<file path="config.mk">
export PLATFORM = sky130hd
export DESIGN_NAME = hilo_sched
export DESIGN_NICKNAME = d
export VERILOG_FILES = /design/src/rtl/hilo_sched.sv
export SDC_FILE = /design/constraint.sdc
export NUM_CORES = 1
export LEC_CHECK = 0
export BUFFER_PORTS_ARGS = -buffer_cell sky130_fd_sc_hd__buf_2
export CAP_MARGIN = 25
export CORE_MARGIN = 3
export CORE_UTILIZATION = 49
export DETAILED_ROUTE_END_ITERATION = 16
export PLACE_DENSITY_LB_ADDON = 0.12
export SYNTH_ARGS = -nofsm -noshare
export SYNTH_HDL_FRONTEND = slang
export SYNTH_SLANG_ARGS = --single-unit
</file>
<file path="constraint.sdc">
create_clock -name clk -period 6.45 [get_ports clk]
set_input_delay 0.645 -clock clk [delete_from_list [all_inputs] [get_ports clk]]
set_output_delay 0.645 -clock clk [all_outputs]
set_load 0.05 [all_outputs]
</file>
<file path="src/rtl/hilo_sched.sv">
// HI/LO owner and sequencer for the multi-cycle multiplier/divider in EX.
// Issues start pulses, holds sign controls, stalls until done, commits {hi,lo}.
module hilo_sched (
  input  logic        clk,
  input  logic        rst,
  input  logic        op_valid,
  input  logic [2:0]  op_code,
  input  logic [31:0] op_wdata,
  input  logic        flush,
  input  logic        opreat_over,
  input  logic [63:0] mult_result,
  input  logic [63:0] diver_result,
  output logic        mult_start,
  output logic        mult_sign,
  output logic        diver_start,
  output logic        div_sign,
  output logic        stall_req,
  output logic [31:0] hi,
  output logic [31:0] lo
);

  localparam logic [2:0] OP_MULT  = 3'd1;
  localparam logic [2:0] OP_MULTU = 3'd2;
  localparam logic [2:0] OP_DIV   = 3'd3;
  localparam logic [2:0] OP_DIVU  = 3'd4;
  localparam logic [2:0] OP_MTHI  = 3'd5;
  localparam logic [2:0] OP_MTLO  = 3'd6;

  typedef enum logic [2:0] {S_IDLE, S_START, S_WAIT, S_WRITE, S_DRAIN} state_t;

  state_t      r_state;
  state_t      w_next;
  logic        r_kind_div;
  logic        r_signed;
  logic        r_wait_first;
  logic        r_mult_start;
  logic        r_diver_start;
  logic        r_mult_sign;
  logic        r_div_sign;
  logic [31:0] r_hi;
  logic [31:0] r_lo;

  logic w_is_md;
  logic w_is_hl;
  logic w_accept;
  logic w_op_div;
  logic w_op_signed;
  logic w_kind_n;
  logic w_sign_n;
  logic w_busy_n;
  logic w_unit_done;

  assign w_is_md     = op_valid && (op_code >= OP_MULT) && (op_code <= OP_DIVU);
  assign w_is_hl     = op_valid && (op_code >= OP_MULT) && (op_code <= OP_MTLO);
  assign w_accept    = (r_state == S_IDLE) && w_is_md && !flush;
  assign w_op_div    = (op_code == OP_DIV) || (op_code == OP_DIVU);
  assign w_op_signed = (op_code == OP_MULT) || (op_code == OP_DIV);
  assign w_kind_n    = w_accept ? w_op_div : r_kind_div;
  assign w_sign_n    = w_accept ? w_op_signed : r_signed;
  assign w_busy_n    = (w_next == S_START) || (w_next == S_WAIT) || (w_next == S_WRITE);
  // The unit still shows idle in the first WAIT/DRAIN cycle, so that sample is ignored.
  assign w_unit_done = !r_wait_first && opreat_over;

  always_ff @(posedge clk or posedge rst) begin
    if (rst) begin
      r_state      <= S_IDLE;
      r_wait_first <= 1'b0;
    end else begin
      r_state      <= w_next;
      r_wait_first <= (w_next != r_state);
    end
  end

  always_comb begin
    w_next = r_state;
    case (r_state)
      S_IDLE:  if (w_accept) w_next = S_START;
      S_START: w_next = flush ? S_DRAIN : S_WAIT;
      S_WAIT: begin
        if (flush)            w_next = S_DRAIN;
        else if (w_unit_done) w_next = S_WRITE;
      end
      S_WRITE: w_next = S_IDLE;
      S_DRAIN: if (w_unit_done) w_next = S_IDLE;
      default: w_next = S_IDLE;
    endcase
  end

  always_comb begin
    stall_req = 1'b0;
    case (r_state)
      S_IDLE:  stall_req = w_accept;
      S_START: stall_req = 1'b1;
      S_WAIT:  stall_req = 1'b1;
      S_WRITE: stall_req = 1'b0;
      S_DRAIN: stall_req = w_is_hl;
      default: stall_req = 1'b0;
    endcase
  end

  always_ff @(posedge clk or posedge rst) begin
    if (rst) begin
      r_kind_div    <= 1'b0;
      r_signed      <= 1'b0;
      r_mult_start  <= 1'b0;
      r_diver_start <= 1'b0;
      r_mult_sign   <= 1'b0;
      r_div_sign    <= 1'b0;
    end else begin
      if (w_accept) begin
        r_kind_div <= w_op_div;
        r_signed   <= w_op_signed;
      end
      r_mult_start  <= w_accept && !w_op_div;
      r_diver_start <= w_accept && w_op_div;
      r_mult_sign   <= w_busy_n && !w_kind_n && w_sign_n;
      r_div_sign    <= w_busy_n && w_kind_n && w_sign_n;
    end
  end

  always_ff @(posedge clk or posedge rst) begin
    if (rst) begin
      r_hi <= 32'd0;
      r_lo <= 32'd0;
    end else if (r_state == S_WRITE) begin
      if (!flush) {r_hi, r_lo} <= r_kind_div ? diver_result : mult_result;
    end else if (r_state == S_IDLE && op_valid && !flush) begin
      if (op_code == OP_MTHI) r_hi <= op_wdata;
      if (op_code == OP_MTLO) r_lo <= op_wdata;
    end
  end

  // A flush landing on the START cycle cancels the pulse before the unit sees it.
  assign mult_start  = r_mult_start && !flush;
  assign diver_start = r_diver_start && !flush;
  assign mult_sign   = r_mult_sign;
  assign div_sign    = r_div_sign;
  assign hi          = r_hi;
  assign lo          = r_lo;

endmodule

</file>
# [Word-level counts from Yosys, hierarchy flattened]
# Index checks and enable logic that the tools add are counted.
# Widths: inputs -> output; s select.
[totals] register_bits=74 in_bits=168
[classes] n_lt_le_gt_ge=3 n_eq_ne=14 muxes=18 n_reduce_logical=31
[ops] cell="$mux 32" count=8
[ops] cell="$mux 64" count=1
[ops] cell="$logic_and 1x1->1" count=16
[ops] cell="$eq 3x2->1 const B" count=5
[ops] cell="$mux 3" count=5
[ops] cell="$eq 3x3->1 const B" count=4
[ops] cell="$pmux 3 s4" count=1
[ops] cell="$eq 3x1->1 const B" count=3
[ops] cell="$le 3x3->1 const B" count=2
[ops] cell="$reduce_and 3->1" count=2
[ops] cell="$reduce_bool 2->1" count=3
[ops] cell="$logic_not 1->1" count=4
[ops] cell="$logic_or 1x1->1" count=4
[ops] cell="$ge 3x1->1 const B" count=1
[ops] cell="$logic_not 3->1" count=1
[ops] cell="$ne 3x3->1" count=1
[ops] cell="$pmux 1 s3" count=1
[ops] cell="$mux 1" count=2
[ops] cell="$ne 2x2->1 const B" count=1
[ops] cell="$reduce_or 2->1" count=1

# [Depth between registers and ports, before layout]
# Gate-level depths: netlist of run 1.
[depth] depth_word=12 depth_mapped=7

# [Worst setup path after synthesis of run 1]
# OpenSTA, ideal clock, no wires.
[synth_timing] path_kind="input-to-output" from="input port op_code[1]" to="output port stall_req" arrival_ns=1.803 path_slack_ns=4.002 stages=5 cell_sequence="clkbuf_1 -> or3_1 -> nand3_1 -> a21oi_1 -> o31a_1"
[synth_via] elab_chain_cells=6
[synth_lines] element="start, declared" line="7" rtl="input logic [2:0] op_code,"
[synth_lines] element="$ge 3x1->1" line="53, 54"
[synth_lines] element="$logic_and 1x1->1" line="53, 54"
[synth_lines] element="$logic_and 1x1->1" line="53" rtl="assign w_is_md = op_valid && (op_code >= OP_MULT) && (op_code <= OP_DIVU);"
[synth_lines] element="$logic_and 1x1->1 (2 in a row)" line="55" rtl="assign w_accept = (r_state == S_IDLE) && w_is_md && !flush;"
[synth_lines] element="$pmux 1 s3 (*)" line="91" rtl="case (r_state)"
[synth_lines] element="end, declared" line="17" rtl="output logic stall_req,"
# Mark *: on every way between the ends. The rest lies on a longest branch, timed or not.

# [Worst setup path after layout of run 1]
[layout_timing] from="register r_state[2]" to="register r_hi[27], in the netlist hi[27]"
[layout_via] elab_chain_cells=5
[layout_lines] element="start, declared" line="31" rtl="state_t r_state;"
[layout_lines] element="start signal, assigned" line="69" rtl="r_state <= w_next;"
[layout_lines] element="$logic_not 3->1" line="127" rtl="end else if (r_state == S_IDLE && op_valid && !flush) begin"
[layout_lines] element="$logic_and 1x1->1 (2 in a row)" line="127"
[layout_lines] element="$reduce_bool 2->1 (no line)"
[layout_lines] element="$reduce_and 3->1 (no line)"
[layout_lines] element="end signal, assigned" line="126" rtl="if (!flush) {r_hi, r_lo} <= r_kind_div ? diver_result : mult_result;"
[layout_lines] element="end signal, assigned" line="128" rtl="if (op_code == OP_MTHI) r_hi <= op_wdata;"
[layout_lines] element="end, declared" line="40" rtl="logic [31:0] r_hi;"
# Several ways; a longest one is shown, not always the timed one.
# A chain may end at the register's enable or synchronous reset.

==> results.toml, run 1 <==
[status]
outcome = "completed"

[layout]
n_antenna_cell = 0
design_area_mm2 = 0.00572
area_growth_pct = 31.0
fillers = 694
drive_above_1_share_pct = 48.3
layout_common_cells = "buf_2 (236), dfrtp_1 (73), a21o_1 (66)"
finalNetCount = 775
final_common_cell = "buf_2"

[clock_tree]
cts-htree-levels = 3
post_cts_buffers = 0
tritoncts = "built"
holdBufCountCts = 0
clock_path_buffers = 2
worstSkewPairLatency_ns = 0.33
cts_made_buffers = 9
cts_resized = 0
clockRootBuffer = "clkbuf_8"
clock_sinks = 74
clk_pin_slew_ns = 0.07

[yosys]
syn_inst = 391
synth_cell_types = 39
synth_seq_cells = 74
synth_nets = 559
synth_flop_cell = "dfrtp_1"
synthTopCellsByArea = "dfrtp_1 (42%), mux2i_1 (15%), a21o_1 (11%)"
syn_area_mm2 = 0.00436
synth.top_cell.area_share_pct = 42.4
avgSynthCellArea_um2 = 11.2
ys_async_sr_fraction_pct = 100
synth.largest_area_cell = "dfrtp_1"
ys_seq_area_share_pct = 42.4
synth_edf_count = 0
yosys_warnings = 0

[drt]
drc = 0
first_pass_iters = 4
vias = 3917
avgRoutedWirePerCell_um = 16.9
drt_wl_total_um = 12100
drt-initial-drc-count = 91
vias_per_cell = 5.47
drtAntennaViolNets = 0

[timing]
hold_viol_final = 0
rsz0062_at_grt = "false"
timing.final.crit_period_ns = 3.34
worst_pin_slew_ns = 1.08
post-route-period-util_pct = 51.8
fmax_mhz = 300
setup_viol = 0
tns_ns = 0
slew_headroom_pct = 28.1
drv_slew = 0
clock_skew_ns = 0.00828

[global_route]
first_global_vias = 3739
grt_max_degree = 75
antenna_found_initial = 0
grt_usage_pct = 23.3
grt_pass1_wl_um = 18500
overflow = 0

[floorplanning]
initial_core_util_pct = 51.8
die-area_mm2 = 0.0101
io_pins = 237
core-area_mm2 = 0.00842
die_h_um = 100
die_x_um = 100
rows = 33

[power]
power_mw = 2.38
peakVddDrop_v = 0.000211
pwr_density_cell_mw_per_mm2 = 416
p_leak_nw = 3.48

[critical_path]
required_ns = 6.72
critical_path_class = "reg -> reg"
endpoint_kind = "flip-flop"
critical_path_arrival_ns = 3.61
crit_path_start_kind = "flip-flop"
worstPathMaxFanout = 50

[placement]
gp_congestion = 0.805
hpwlAfterDp_um = 9190
placed_area_mm2 = 0.00550
port-buffer-count = 236

[worst_hold_path]
hold_class = "in -> async"

[job]
drv_cap = 0
worst paths after layout:
| check | from | endpoint | slack [ns] | cells after the start |
|---|---|---|---|---|
| max | r_state[2] | hi[27] | 3.11 | 6 |
| min | rst | hi[12] | 0.24 | 3 |
| max reg2reg | r_state[2] | hi[27] | 3.11 | 6 |
| min reg2reg | hi[30] | hi[30] | 0.47 | 1 |
| max in group asynchronous | rst | r_kind_div | 5.67 | 4 |
| min in group clk | hi[30] | hi[30] | 0.47 | 1 |
metal layers:
layer | global-route usage, % | up-vias | share of wire [%]
met5 | 0 | - | 0
met4 | 9.22 | 0 | 2.3
met3 | 5.21 | 25 | 8.5
met2 | 39.7 | 177 | 50
met1 | 28.8 | 1816 | 39
li1 | - | 1899 | -
cells by family after synthesis:
family                 after synthesis  share of synthesized area [%]
AO/OA/AOI/OAI                      146                           29.3
XOR/XNOR                             3                          0.602
buffers and inverters               38                           4.99
flip-flops                          74                           42.4
multiplexers                        66                           15.2
AND/OR/NAND/NOR                     64                           7.54
Yosys cell counts, types with 2 or more instances:
library cell,n
clkbuf_1,15
a31oi_1,2
nor2_1,35
buf_1,2
nor2b_1,2
o21ai_0,4
nand3_1,3
nand2_1,5
buf_4,3
and3b_1,4
nor3_1,3
xnor2_1,2
inv_1,2
nand2b_1,2
o221ai_4,2
a21o_1,66
buf_6,7
o22ai_1,2
a211oi_1,33
dfrtp_1,74
a211oi_2,31
buf_2,9
mux2i_1,65
a21oi_1,3
critical path, cell delays in order, from the launching register on:
cell and delay [ns]:
dfrtp_1 0.52, and3b_4 0.82, buf_4 0.61, o221ai_4 0.41, buf_4 0.43, a211oi_1 0.30, a21o_1 0.11
area by class of cell:
class / count / area, µm² / share of cell area, %
inverters: 2 / 7.51 / 0.131
repair buffers: 241 / 1240 / 21.7
clock buffers: 12 / 145 / 2.54
clock inverters: 3 / 40.0 / 0.700
well taps: 105 / 131 / 2.30
multi-input cells: 279 / 2300 / 40.2
flip-flops and latches: 74 / 1860 / 32.5
per-stage QoR:
step                      std cells  setup WS [ns]  util, %  hold slack (ns)
after floorplan                 391           3.92        -            0.504
after global routing            716           2.89     67.9            0.220
final                           716           3.11     67.9            0.236
after global placement          700           3.27     65.3            0.455
after detailed placement        700           3.16     65.3            0.460
after CTS                       715           3.13     67.5            0.477
sequential cells by signal, indices dropped and copies added, names as in the netlist:
register / count
r_diver_start: 1
r_wait_first: 1
div_sign: 1
r_mult_start: 1
r_state: 3
r_signed: 1
mult_sign: 1
hi: 32
r_kind_div: 1
lo: 32
power breakdown:
part / internal, mW / switching, mW / leakage (nW)
clock network: 0.186 / 0.161 / 0.0962
registers: 0.643 / 0.161 / 0.943
logic: 0.363 / 0.865 / 2.44
total: 1.19 / 1.19 / 3.48
Note: power is estimated with default switching activity, not from simulation.
==> run 2, diff against run 1 <==
- CORE_UTILIZATION: 49 -> 45
- clock period: 6.45 -> 3.5 ns (I/O delays scaled with it)
==> results.toml, run 2 (same netlist as run 1, synthesis figures left out) <==
[floorplanning]
rows = 35
die-area_mm2 = 0.0109
initial_core_util_pct = 46.8
die_h_um = 104
core-area_mm2 = 0.00933
io_pins = 237
die_x_um = 104

[clock_tree]
clk_pin_slew_ns = 0.09
cts-htree-levels = 3
cts_resized = 0
clockRootBuffer = "clkbuf_8"
cts_made_buffers = 9
clock_sinks = 74
worstSkewPairLatency_ns = 0.34
clock_path_buffers = 2
tritoncts = "built"

[worst_hold_path]
min_to = "r_state[1]"
hp-start = "flush"
hold_class = "in -> reg"
holdPathStages = 2

[layout]
multi_input_area_mm2 = 0.00230
n_antenna_cell = 0
register_area_mm2 = 0.00186
layout_common_cells = "buf_2 (236), dfrtp_1 (73), a21o_1 (66)"
area_growth_pct = 32.3
fillers = 837
fin_util_pct = 61.9
final_common_cell = "buf_2"
finalNetCount = 776
drive_above_1_share_pct = 48.3
design_area_mm2 = 0.00577

[critical_path]
crit_path_start_kind = "flip-flop"
worstPathMaxFanout = 62
critical_path_arrival_ns = 2.83
required_ns = 3.77
worst_r2r_path_depth = 5
critical_path_class = "reg -> reg"
crit_slowest_cell = "and3b_4"
endpoint_kind = "flip-flop"
path_cells = "and3b_4 -> buf_4 -> nor2_1 -> a211oi_1 -> a21o_1"
r2r-end = "lo[26]"
crit_start = "r_state[2]"
rrSetupSlack_ns = 0.93
timing.rr.start = "r_state[2]"
cpPeakStageDelay_ns = 0.72

[power]
pwr_density_cell_mw_per_mm2 = 769
p_leak_nw = 3.49
p_int_mw = 2.24
peakVddDrop_v = 0.000443
clkPwrFrac_pct = 15.6
switching_share_pct = 49.5
switching_power_mw = 2.19
seqPwrFrac_pct = 33.2
p_comb_share_pct = 51.2

[timing]
worst_pin_slew_ns = 1.04
tns_ns = 0
rsz0062_at_grt = "false"
clock_skew_ns = 0.0164
setup_viol = 0
hold_viol_final = 0
post-route-period-util_pct = 73.3
drv_slew = 0
slew_headroom_pct = 30.5
timing.final.crit_period_ns = 2.57
fmax_mhz = 390

[global_route]
antenna_found_initial = 0
first_global_vias = 3899
grt_usage_pct = 22.4
grt_max_degree = 70
grt_pass1_wl_um = 19700
overflow = 0

[drt]
drt_wl_total_um = 12500
first_pass_iters = 4
avgRoutedWirePerCell_um = 16.8
vias = 3965
vias_per_cell = 5.34
drt-initial-drc-count = 199
drtAntennaViolNets = 0
drc = 0

[status]
outcome = "completed"

[placement]
gp_congestion = 0.863
port-buffer-count = 236
hpwlAfterDp_um = 9320
placed_area_mm2 = 0.00555

[job]
drv_cap = 0
## run 2: cell count changes in the layout (fill, tap and decap cells not counted)
cell | previous run | this run
clkbuf_8 | 10 | 12
buf_12 | 0 | 1
buf_16 | 1 | 0
dlygate4sd3_1 | 0 | 1
clkinv_2 | 2 | 1
## run 2: what timing repair did
action | CTS | global route
setup endpoints to repair | 0 | 0
hold endpoints to repair | 5 | 0
hold buffers | 1 | 0
buffers inserted | 0 | 0
## run 2: final cells by class
cell class | count | share of cell area (%)
Tap cell | 129 | 2.80
Clock buffer | 14 | 2.99
Multi-Input combinational cell | 279 | 39.8
Sequential cell | 74 | 32.1
Timing Repair Buffer | 242 | 21.5
Clock inverter | 2 | 0.607
Inverter | 2 | 0.130
## run 2: worst max-delay path by stage
stage               cells after the start  slack, ns  endpoint
global route                            5       0.72    lo[26]
detailed placement                      5       0.98    lo[26]
floorplan                               1       1.27  div_sign
CTS                                     5       0.96    lo[26]
global placement                        5       1.06    lo[23]
finish                                  5       0.93    lo[26]
## run 2: worst max-delay path, delay by kind of cell, from the launching register on
kind	cells	cell delay, ns
simple gates	2	0.86
compound gates	2	0.38
flops	1	0.53
buf+inv	1	0.68
## run 2: metal layers
metal  GRT usage [%]  up-vias  routed length [µm]  part of all wire, %
met1            26.5     1867                4940                   40
li1                -     1906                   -                    -
met5               0        -                   0                    0
met3            6.39       11                1100                  8.8
met4            6.65        0                 128                  1.0
met2            39.3      181                6320                   51
## run 2: power groups by stage
| stage | sequential, mW | combinational [mW] | clock, mW |
|---|---|---|---|
| 2_1_floorplan | 2.47 | 0.690 | 0 |
| 3_3_place_gp | 1.47 | 2.27 | 0 |
| 3_5_place_dp | 1.48 | 2.29 | 0 |
| 4_1_cts | 1.47 | 2.30 | 0.710 |
| 5_1_grt | 1.52 | 2.39 | 0.746 |
| 6_report | 1.47 | 2.27 | 0.692 |
## run 2: through the flow
stage | std cells | hold slack (ns) | power (mW) | setup slack, ns
after CTS | 742 | 0.271 | 4.48 | 0.956
after detailed placement | 725 | 0.249 | 3.78 | 0.983
final | 742 | 0.288 | 4.44 | 0.935
after global placement | 725 | 0.247 | 3.74 | 1.06
after floorplan | 391 | 0.421 | 3.16 | 1.27
after global routing | 742 | 0.291 | 4.65 | 0.720
==> run 3, diff against run 2 <==
- CORE_UTILIZATION: 45 -> 41
- clock period: 3.5 -> 2.3 ns (I/O delays scaled with it)
==> results.toml, run 3 (same netlist as run 1, synthesis figures left out) <==
[status]
outcome = "completed"

[timing]
slew_headroom_pct = 71.2
fmax_mhz = 505
tns_ns = 0
hold_viol_final = 0
worst_pin_slew_ns = 0.432
post-route-period-util_pct = 86.1
rsz0062_at_grt = "false"
clock_skew_ns = 0.00728
timing.final.crit_period_ns = 1.98
setup_viol = 0
drv_slew = 0

[placement]
hpwlAfterDp_um = 9530
placed_area_mm2 = 0.00567
gp_congestion = 0.817
port-buffer-count = 236

[drt]
drt_wl_total_um = 12500
avgRoutedWirePerCell_um = 16.5
vias = 3922
drc = 0
drtAntennaViolNets = 0
vias_per_cell = 5.19
drt-initial-drc-count = 88
first_pass_iters = 4

[floorplanning]
die-area_mm2 = 0.0119
io_pins = 237
initial_core_util_pct = 42.3
die_h_um = 109
die_x_um = 109
rows = 37
core-area_mm2 = 0.0103

[global_route]
first_global_vias = 3738
overflow = 0
grtUsageMet2_pct = 35.4
antenna_found_initial = 1
grt_pass1_wl_um = 18900
grt_max_degree = 65
grt_usage_pct = 20.6
grt_use_met1_pct = 25.1
grt_util_met3_pct = 5.62
busiest_layer = "met2"

[worst_hold_path]
hp-start = "flush"
hold_class = "in -> reg"

[critical_path]
cpPeakStageDelay_ns = 0.54
crit_path_start_kind = "flip-flop"
required_ns = 2.07
endpoint_kind = "output port"
path_cells = "nor3b_4 -> nand3_1 -> a21oi_1 -> o31a_1 -> buf_2"
crit_start = "r_state[1]"
worstPathMaxFanout = 11
critical_path_arrival_ns = 1.75
timing.rr.start = "r_state[1]"
crit_slowest_cell = "dfrtp_1"
critical_path_class = "reg -> out"

[clock_tree]
cts-htree-levels = 3
cts_made_buffers = 9
worstSkewPairLatency_ns = 0.35
clock_path_buffers = 2
clock_sinks = 74
tritoncts = "built"
clockRootBuffer = "clkbuf_8"
cts_resized = 0
clk_pin_slew_ns = 0.07

[layout]
design_area_mm2 = 0.00585
area_growth_pct = 34.1
drive_above_1_share_pct = 49.0
n_antenna_cell = 0
finalNetCount = 784
layout_common_cells = "buf_2 (236), dfrtp_1 (73), a21o_1 (66)"
final_common_cell = "buf_2"

[power]
pwr_density_cell_mw_per_mm2 = 1130
p_leak_nw = 3.53
peakVddDrop_v = 0.000496

[job]
drv_cap = 0
[run 3: changes by cell type in the layout (fill, tap and decap cells not counted), sizes merged]
cell | before | now
buf | 241 | 249
clkinv | 1 | 3
clkbuf | 14 | 12
bufinv | 1 | 0
[run 3: worst paths after layout]
check | endpoint | slack (ns) | cells after the start
max in group asynchronous | hi[30] | 1.30 | 4
min in group asynchronous | hi[24] | 0.43 | 3
setup reg to reg | hi[30] | 0.32 | 5
setup / recovery | stall_req | 0.32 | 5
hold / removal | r_state[1] | 0.18 | 2
hold reg to reg | hi[11] | 0.47 | 1
[run 3: metal layers]
metal / vias to the layer above / wire length [µm]
li1: 1926 / -
met3: 13 / 1160
met2: 161 / 6090
met1: 1820 / 5040
met4: 2 / 170
met5: - / 12
[run 3: metrics by stage]
stage	worst slack [ns]	util (%)	hold WS (ns)	std cells	power (mW)
floorplan	0.188	-	0.301	391	4.81
global placement	0.419	54.9	0.251	739	5.75
detailed placement	0.342	54.9	0.250	739	5.79
CTS	0.301	56.7	0.159	756	6.71
global route	0.179	56.7	0.178	756	6.99
finish	0.320	56.7	0.176	756	6.63
[run 3: area by class of cell]
cell class | count | area (µm²)
flip-flops and latches | 74 | 1860
repair buffers | 250 | 1350
clock inverters | 3 | 15.0
clock buffers | 12 | 155
well taps | 136 | 170
inverters | 2 | 7.51
fillers | 937 | 4470
multi-input cells | 279 | 2300
[run 3: power by group]
part | switching, mW | total, mW | internal [mW]
combinational | 2.58 | 3.63 | 1.05
sequential | 0.292 | 2.10 | 1.81
clock | 0.463 | 0.902 | 0.440
total | 3.33 | 6.63 | 3.30
[run 3: timing repair]
item,in CTS,in global routing
endpoints found under the hold margin,16,0
hold buffers,1,0
setup buffers,1,0
endpoints found under the setup margin,1,0
[run 3: critical path, delay by kind of cell, from the launching register on]
kind / cells / cell delay, ns
buf+inv: 1 / 0.26
flops: 1 / 0.54
simple gates: 2 / 0.33
compound gates: 2 / 0.28
